==> config.mk <==
export PLATFORM = sky130hd
export DESIGN_NAME = jtopl_wrbuf
export DESIGN_NICKNAME = d
export VERILOG_FILES = /design/src/rtl/jtopl_wrbuf.sv
export SDC_FILE = /design/constraint.sdc
export NUM_CORES = 1
export LEC_CHECK = 0
export BUFFER_PORTS_ARGS = -buffer_cell sky130_fd_sc_hd__buf_2
export CAP_MARGIN = 20
export CORE_ASPECT_RATIO = 2
export CORE_MARGIN = 4
export CORE_UTILIZATION = 45
export CTS_BUF_LIST = sky130_fd_sc_hd__clkbuf_2 sky130_fd_sc_hd__clkbuf_4 sky130_fd_sc_hd__clkbuf_8
export DETAILED_ROUTE_END_ITERATION = 6
export SYNTH_ARGS = -nofsm -noshare
export SYNTH_HDL_FRONTEND = slang
export SYNTH_SLANG_ARGS = --single-unit
==> constraint.sdc <==
create_clock -name clk -period 5 [get_ports clk]
set_input_delay 1 -clock clk [delete_from_list [all_inputs] [get_ports clk]]
set_output_delay 1 -clock clk [all_outputs]
set_load 0.02 [all_outputs]
==> src/rtl/jtopl_wrbuf.sv <==
// CPU write buffer ahead of the OPL register map: the CPU bus is sampled once, writes are queued, then replayed as 1-clk strobes paced by cenop wait times.
// Latency: event edge k -> strobe k+2 when idle. There is no backpressure: a write arriving on a full FIFO is dropped and ovf sets.
module jtopl_wrbuf #(
  parameter int         DEPTH     = 4,
  parameter logic [7:0] ADDR_WAIT = 8'd12,
  parameter logic [7:0] DATA_WAIT = 8'd84
) (
  input  logic       clk,
  input  logic       rst,
  input  logic       cenop,
  input  logic       cs_n,
  input  logic       wr_n,
  input  logic       rd_n,
  input  logic       addr,
  input  logic [7:0] din,
  output logic [7:0] dout,
  input  logic       flag_A,
  input  logic       flag_B,
  input  logic       irq_n,
  output logic       write,
  output logic       wr_addr,
  output logic [7:0] wr_din,
  output logic       busy,
  output logic       full,
  output logic       ovf
);

  localparam int AW = (DEPTH > 1) ? $clog2(DEPTH) : 1;
  localparam int CW = AW + 1;
  localparam logic [CW-1:0] FULL_CNT = CW'(DEPTH);

  logic [8:0]    r_mem [DEPTH];
  logic [AW-1:0] r_wptr, r_rptr;
  logic [CW-1:0] r_count;
  logic [7:0]    r_wait;
  logic          r_cs_n, r_wr_n, r_wr_n_l, r_addr;
  logic [7:0]    r_din;

  logic       w_event, w_pop, w_push;
  logic [8:0] w_head;

  // Edge detection runs on the sampled bus, which sets the two-edge event-to-strobe latency.
  assign w_event = !r_cs_n && !r_wr_n && r_wr_n_l;
  assign w_pop   = (r_count != '0) && (r_wait == 8'd0) && !write;
  assign w_push  = w_event && (!full || w_pop);
  assign w_head  = r_mem[r_rptr];

  assign full = (r_count == FULL_CNT);
  assign busy = (r_count != '0) || (r_wait != 8'd0) || write;

  always_ff @(posedge clk) begin
    if (w_push) r_mem[r_wptr] <= {r_addr, r_din};
  end

  always_ff @(posedge clk) begin
    if (rst) begin
      r_cs_n   <= 1'b1;
      r_wr_n   <= 1'b1;
      r_wr_n_l <= 1'b1;
      r_addr   <= 1'b0;
      r_din    <= 8'd0;
      r_wptr   <= '0;
      r_rptr   <= '0;
      r_count  <= '0;
      r_wait   <= 8'd0;
      write    <= 1'b0;
      wr_addr  <= 1'b0;
      wr_din   <= 8'd0;
      ovf      <= 1'b0;
      dout     <= 8'd0;
    end else begin
      r_cs_n   <= cs_n;
      r_wr_n   <= wr_n;
      r_wr_n_l <= r_wr_n;
      r_addr   <= addr;
      r_din    <= din;

      write <= w_pop;
      if (w_pop) begin
        wr_addr <= w_head[8];
        wr_din  <= w_head[7:0];
        r_rptr  <= r_rptr + AW'(1);
        r_wait  <= w_head[8] ? DATA_WAIT : ADDR_WAIT;
      end else if (cenop && (r_wait != 8'd0)) begin
        r_wait <= r_wait - 8'd1;
      end

      if (w_push) r_wptr <= r_wptr + AW'(1);
      if (w_event && !w_push) ovf <= 1'b1;

      case ({w_push, w_pop})
        2'b10:   r_count <= r_count + CW'(1);
        2'b01:   r_count <= r_count - CW'(1);
        default: r_count <= r_count;
      endcase

      dout <= (!cs_n && !rd_n && !addr) ? {~irq_n, flag_A, flag_B, 4'd0, busy} : 8'd0;
    end
  end

endmodule

### After elaboration in Yosys (flattened, before gate mapping)

Memories as Yosys holds them, arrays and structs flattened. A register that Yosys moved wholly into a read port is not among the register bits.
Cells that the tools add are included.

| word-level totals | value |
|---|---|
| RAM bits | 36 |
| memories kept | 1 |
| flip-flop bits (word level) | 46 |
| logic and storage cells | 60 |
| output and inout port bits | 21 |
| input bits | 18 |

Memory list:

| name | depth | bits a word | rd ports | clocked after memory_dff | write ports | RTL line | source |
|---|---|---|---|---|---|---|---|
| r_mem | 4 | 9 | 1 | 1 | 1 | 32 | `logic [8:0] r_mem [DEPTH];` |

| operators by class | value |
|---|---|
| bitwise gates (word level) | 2 |
| reductions and logical operators | 26 |
| mux-type cells | 8 |
| $add $sub $neg | 5 |
| equality and inequality tests | 3 |

Operators with widths:

| kind | count |
|---|---|
| $mux W8 | 2 |
| $logic_and A1 B1 Y1 | 9 |
| $logic_not A1 Y1 | 8 |
| $logic_not A8 Y1 | 1 |
| $reduce_bool A8 Y1 | 1 |
| $sub A8 B1 Y8 const B | 1 |
| $mux W7 | 1 |
| $pmux W3 S2 | 1 |
| $add A2 B1 Y2 const B | 2 |
| $mux W2 | 2 |
| $reduce_bool A2 Y1 | 2 |
| $add A3 B1 Y3 const B | 1 |
| $eq A3 B3 Y1 const B | 1 |
| $logic_or A1 B1 Y1 | 3 |
| $reduce_bool A3 Y1 | 1 |
| $sub A3 B1 Y3 const B | 1 |
| $eq A2 B1 Y1 const B | 1 |
| $eq A2 B2 Y1 const B | 1 |
| $mux W1 | 2 |
| $not A1 Y1 | 2 |
| $reduce_or A2 Y1 | 1 |

### Longest topological paths before layout

| depth | value |
|---|---|
| depth in word-level cells | 7 |
| gate-level depth with buffers | 12 |
| mapped depth without buffers | 10 |

### Least setup slack after synthesis

OpenSTA, ideal clock, no wires.

| timing | value |
|---|---|
| path type | register to register |
| from | register r_wait[0] |
| to | register r_count[1] |
| required time | 4.904 ns |
| stages on the path, launching flop included | 12 |
| setup slack | 1.886 ns |
| period minus slack after synthesis | 3.114 ns |
| data arrival time | 3.018 ns |
| setup time | 0.096 ns |
| path buffers | 2 |
| cell sequence | dfxtp_1 -> inv_1 -> ha_1 -> or4b_1 -> buf_2 -> nor4_1 -> buf_2 -> nand2_1 -> fa_1 -> nor3b_1 -> a221oi_1 -> a221oi_1 |

| between the ends | value |
|---|---|
| longest elaborated chain between the ends | 7 |
| elaborated cells between the ends (all ways) | 9 |
| those cells by class | eq/ne: 2; mux: 1; reduce/logical: 6 |

Ends and longest elaborated chain:

| item | RTL line | source |
|---|---|---|
| from (decl) | 35 | `logic [7:0] r_wait;` |
| from (signal assigned) | 83 | `r_wait <= w_head[8] ? DATA_WAIT : ADDR_WAIT;` |
| from (signal assigned) | 85 | `r_wait <= r_wait - 8'd1;` |
| $logic_not A8 Y1 (*) | 44 | `assign w_pop = (r_count != '0) && (r_wait == 8'd0) && !write;` |
| $logic_and A1 B1 Y1 (*) (2 in a row) | 44 |  |
| $logic_or A1 B1 Y1 | 45 | `assign w_push = w_event && (!full \|\| w_pop);` |
| $logic_and A1 B1 Y1 | 45 |  |
| $eq A2 B1 Y1 / $eq A2 B2 Y1 (equally long branches) | 91 | `case ({w_push, w_pop})` |
| $pmux W3 S2 / $reduce_bool A2 Y1 (equally long branches) | n/a |  |
| to (signal assigned) | 92 | `2'b10: r_count <= r_count + CW'(1);` |
| to (signal assigned) | 93 | `2'b01: r_count <= r_count - CW'(1);` |
| to (signal assigned) | 94 | `default: r_count <= r_count;` |
| to (decl) | 34 | `logic [CW-1:0] r_count;` |

Every way passes the cells marked *; elsewhere a longest branch is shown, timed or not.
A chain may end at the register's enable or synchronous reset.

### Worst setup path in the final report

| timing | value |
|---|---|
| from | register r_wait[0] |
| to | output busy |

| between the ends | value |
|---|---|
| longest elaborated chain between the ends | 3 |

Ends and longest elaborated chain:

| item | RTL line | source |
|---|---|---|
| $reduce_bool A8 Y1 | 49 | `assign busy = (r_count != '0) \|\| (r_wait != 8'd0) \|\| write;` |
| $logic_or A1 B1 Y1 (2 in a row) | 49 |  |
| to (decl) | 23 | `output logic busy,` |

Every way passes these cells.

==> metrics <==
outcome finished, final reports clean; drt wl/cell 14.8 microns; FMAX 279 MHz; Hold Path Cell Cnt 2; pin count of the biggest net entering global routing 36; Die ar. 0.00849 sq mm; Slew Limit Fails 0; most used flip-flop cell after synthesis dfxtp_1; count leader, synth dfxtp_1; Area Growth Syn to Fin 13.4%; Async SR Flop Fraction 0%; sequential fraction of the synthesis area 62.2%; leakage dissipation 1.31 nW; RSZ-0062 raised after global routing no; vias 1993; Hold Path Origin wr_din[1]; CTS tree yes; DR pass1 iterations 4; Setup Viol. Count Final 0; Antenna diodes 0; Worst path depth 6; cell area after synthesis 0.00315 sq mm; #FFs+latches synth 80; Syn. warnings 0; fin crit period 3.58 ns; die width 67.2 microns; I/O Buffers 34; gpl congestion 0.783; HP Class register to register; starting density of the core 46.9%; H-tree depth 3; combinational share of power 19.3%; final setup skew 0.00849 ns; GRT Resource Usage Total 15.5%; Setup TNS 0 ns; WS Path Type register to primary output; die height 126 microns; vias in the first global route 2010; P_sw 0.449 mW; Overall Power 1.52 mW; non-filler cells, final 382; via/cell ratio 5.22; critical path's largest stage delay 0.67 ns; DRC Markers 0; Critical Path, Cell by Cell inv_1 -> ha_1 -> or4b_1 -> nor3_1 -> nand2_1 -> buf_2; R2R depth 10; Post-synth EDFFs 36; Critical Path Source r_wait[0]; Reg clk slew, reported paths 0.08 ns; Max rail drop VDD 0.000229 V; slew of the pin with the lowest slew margin 1.11 ns; Sw Share 29.5%; TritonCTS Buffers 9; Final period util 71.7%; top post-synthesis cells by area edfxtp_1, dfxtp_1, mux4_2; hold buffer count at CTS 0; Worst Path Buf+Inv 2; part of the power in registers 49.8%; crit path DAT 2.58 ns; nets 313; Detailed Route WL 5670 microns; share of layout cells above drive strength 1 23.8%; Fin. Hold Viols 0; max_slew headroom 25.9%; post-synth top area share 34.3%; Initial DRC Count 169; CTS root buf clkbuf_8; Post-Syn Instances 257; Core Area 0.00673 sq mm; initial antenna violation count 0; Post-CTS Setup Inserts 0; Skew-Pair Late Insertion Delay 0.35 ns; first-pass GRT wire length 9550 microns; Power Internal 1.07 mW; Max Cap Viol 0; leading area contributor after synthesis edfxtp_1; filler cell count 636; Site Rows 42; grt total ovfl 0; critical path endpoint category primary output; Finished Core Util 53.1%; Worst EP required 4.00 ns; post-cts sizing count 0; clock buffer depth 2; syn_area_per_cell 12.3 sq um; total placed cells including tap cells 366; Synth top cells by count dfxtp_1, edfxtp_1, nand2_1; Critical-path top delay cell nor3_1; Worst Hold Margin 0.454 ns; Top Ports 39; Startpoint Class register; CP Max Fanout 10; count of different cell masters after synthesis 43; power share of the clock group 30.9%; Sink Count 80; critical path's top delay family simple AND/OR/NAND/NOR gates; worst r2r src r_wait[0]; pwr/cell area 426 mW/mm^2; Routed Antenna Nets 0; detailed placement HPWL 4000 microns
layout by cell type, fill, tap and decap left out, types with 8 or more instances in the layout:
cell,netlist,routed
dfxtp_1,44,44
edfxtp_1,36,36
buf_2,3,34
nand2_1,25,25
a21oi_1,16,16
nor2_1,14,14
nor3_1,10,10
nor2b_1,10,10
mux4_2,9,9
clkbuf_8,0,9
inv_1,8,8
stage by stage:
stage,worst slack (ns),instance area [sq um]
finish,1.42,3570
global route,1.24,3570
global placement,1.85,3370
detailed placement,1.81,3370
floorplan,1.89,3160
CTS,1.40,3570
worst paths after layout:
| kind | slack (ns) | to |
|---|---|---|
| min | 0.45 | wr_din[1] |
| max reg2reg | 1.89 | r_count[1] |
| min reg2reg | 0.45 | wr_din[1] |
| max | 1.42 | busy |
layout make-up:
type / count / area (sq um) / area share (%)
well taps: 88 / 110 / 3.08
flip-flops and latches: 80 / 1960 / 54.9
clock buffers: 10 / 131 / 3.68
multi-input cells: 155 / 1090 / 30.6
clock inverters: 6 / 68.8 / 1.93
repair buffers: 35 / 178 / 4.97
inverters: 8 / 30.0 / 0.840
worst register-to-register path: cells and delay by family (launching register included):
kind	cells	cell delay, ns
simple gates	4	1.25
fa+ha+maj	2	0.69
buf+inv	2	0.34
compound gates	2	0.41
flops	1	0.33
cell families (layout without fill, tap and decap cells):
| logic type | count (synthesis) | in the layout | share of synthesized area, % |
|---|---|---|---|
| simple gates | 96 | 96 | 16.2 |
| flops | 80 | 80 | 62.2 |
| compound gates | 31 | 31 | 6.03 |
| buf+inv | 25 | 59 | 3.57 |
| mux | 14 | 14 | 8.10 |
| fa+ha+maj | 6 | 6 | 2.62 |
| xor+xnor | 4 | 4 | 1.11 |
| other cells | 1 | 4 | 0.119 |
registers in the layout (all words and copies together), names as in the netlist, named ones only:
| register | cells |
|---|---|
| ovf | 1 |
| r_wr_n | 1 |
| r_din | 8 |
| wr_addr | 1 |
| r_wr_n_l | 1 |
| r_wptr | 2 |
| r_mem | 36 |
| r_wait | 8 |
| write | 1 |
| dout | 4 |
| r_rptr | 2 |
| r_addr | 1 |
| r_cs_n | 1 |
| wr_din | 8 |
| r_count | 3 |
layer usage:
| metal | track usage (%) | wire length (microns) | up-vias |
|---|---|---|---|
| met1 | 16.7 | 2250 | 943 |
| met3 | 3.36 | 223 | 16 |
| met5 | 0 | 0 | - |
| met4 | 10.5 | 206 | 0 |
| li1 | - | - | 983 |
| met2 | 26.0 | 2990 | 51 |
power groups by stage:
stage / logic [mW] / registers, mW / clock network (mW)
after CTS: 0.294 / 0.758 / 0.488
after floorplan: 0.231 / 0.765 / 0
after global routing: 0.329 / 0.765 / 0.518
after global placement: 0.289 / 0.772 / 0
after detailed placement: 0.292 / 0.773 / 0
final: 0.293 / 0.758 / 0.470
(Power assumes the default switching activity.)
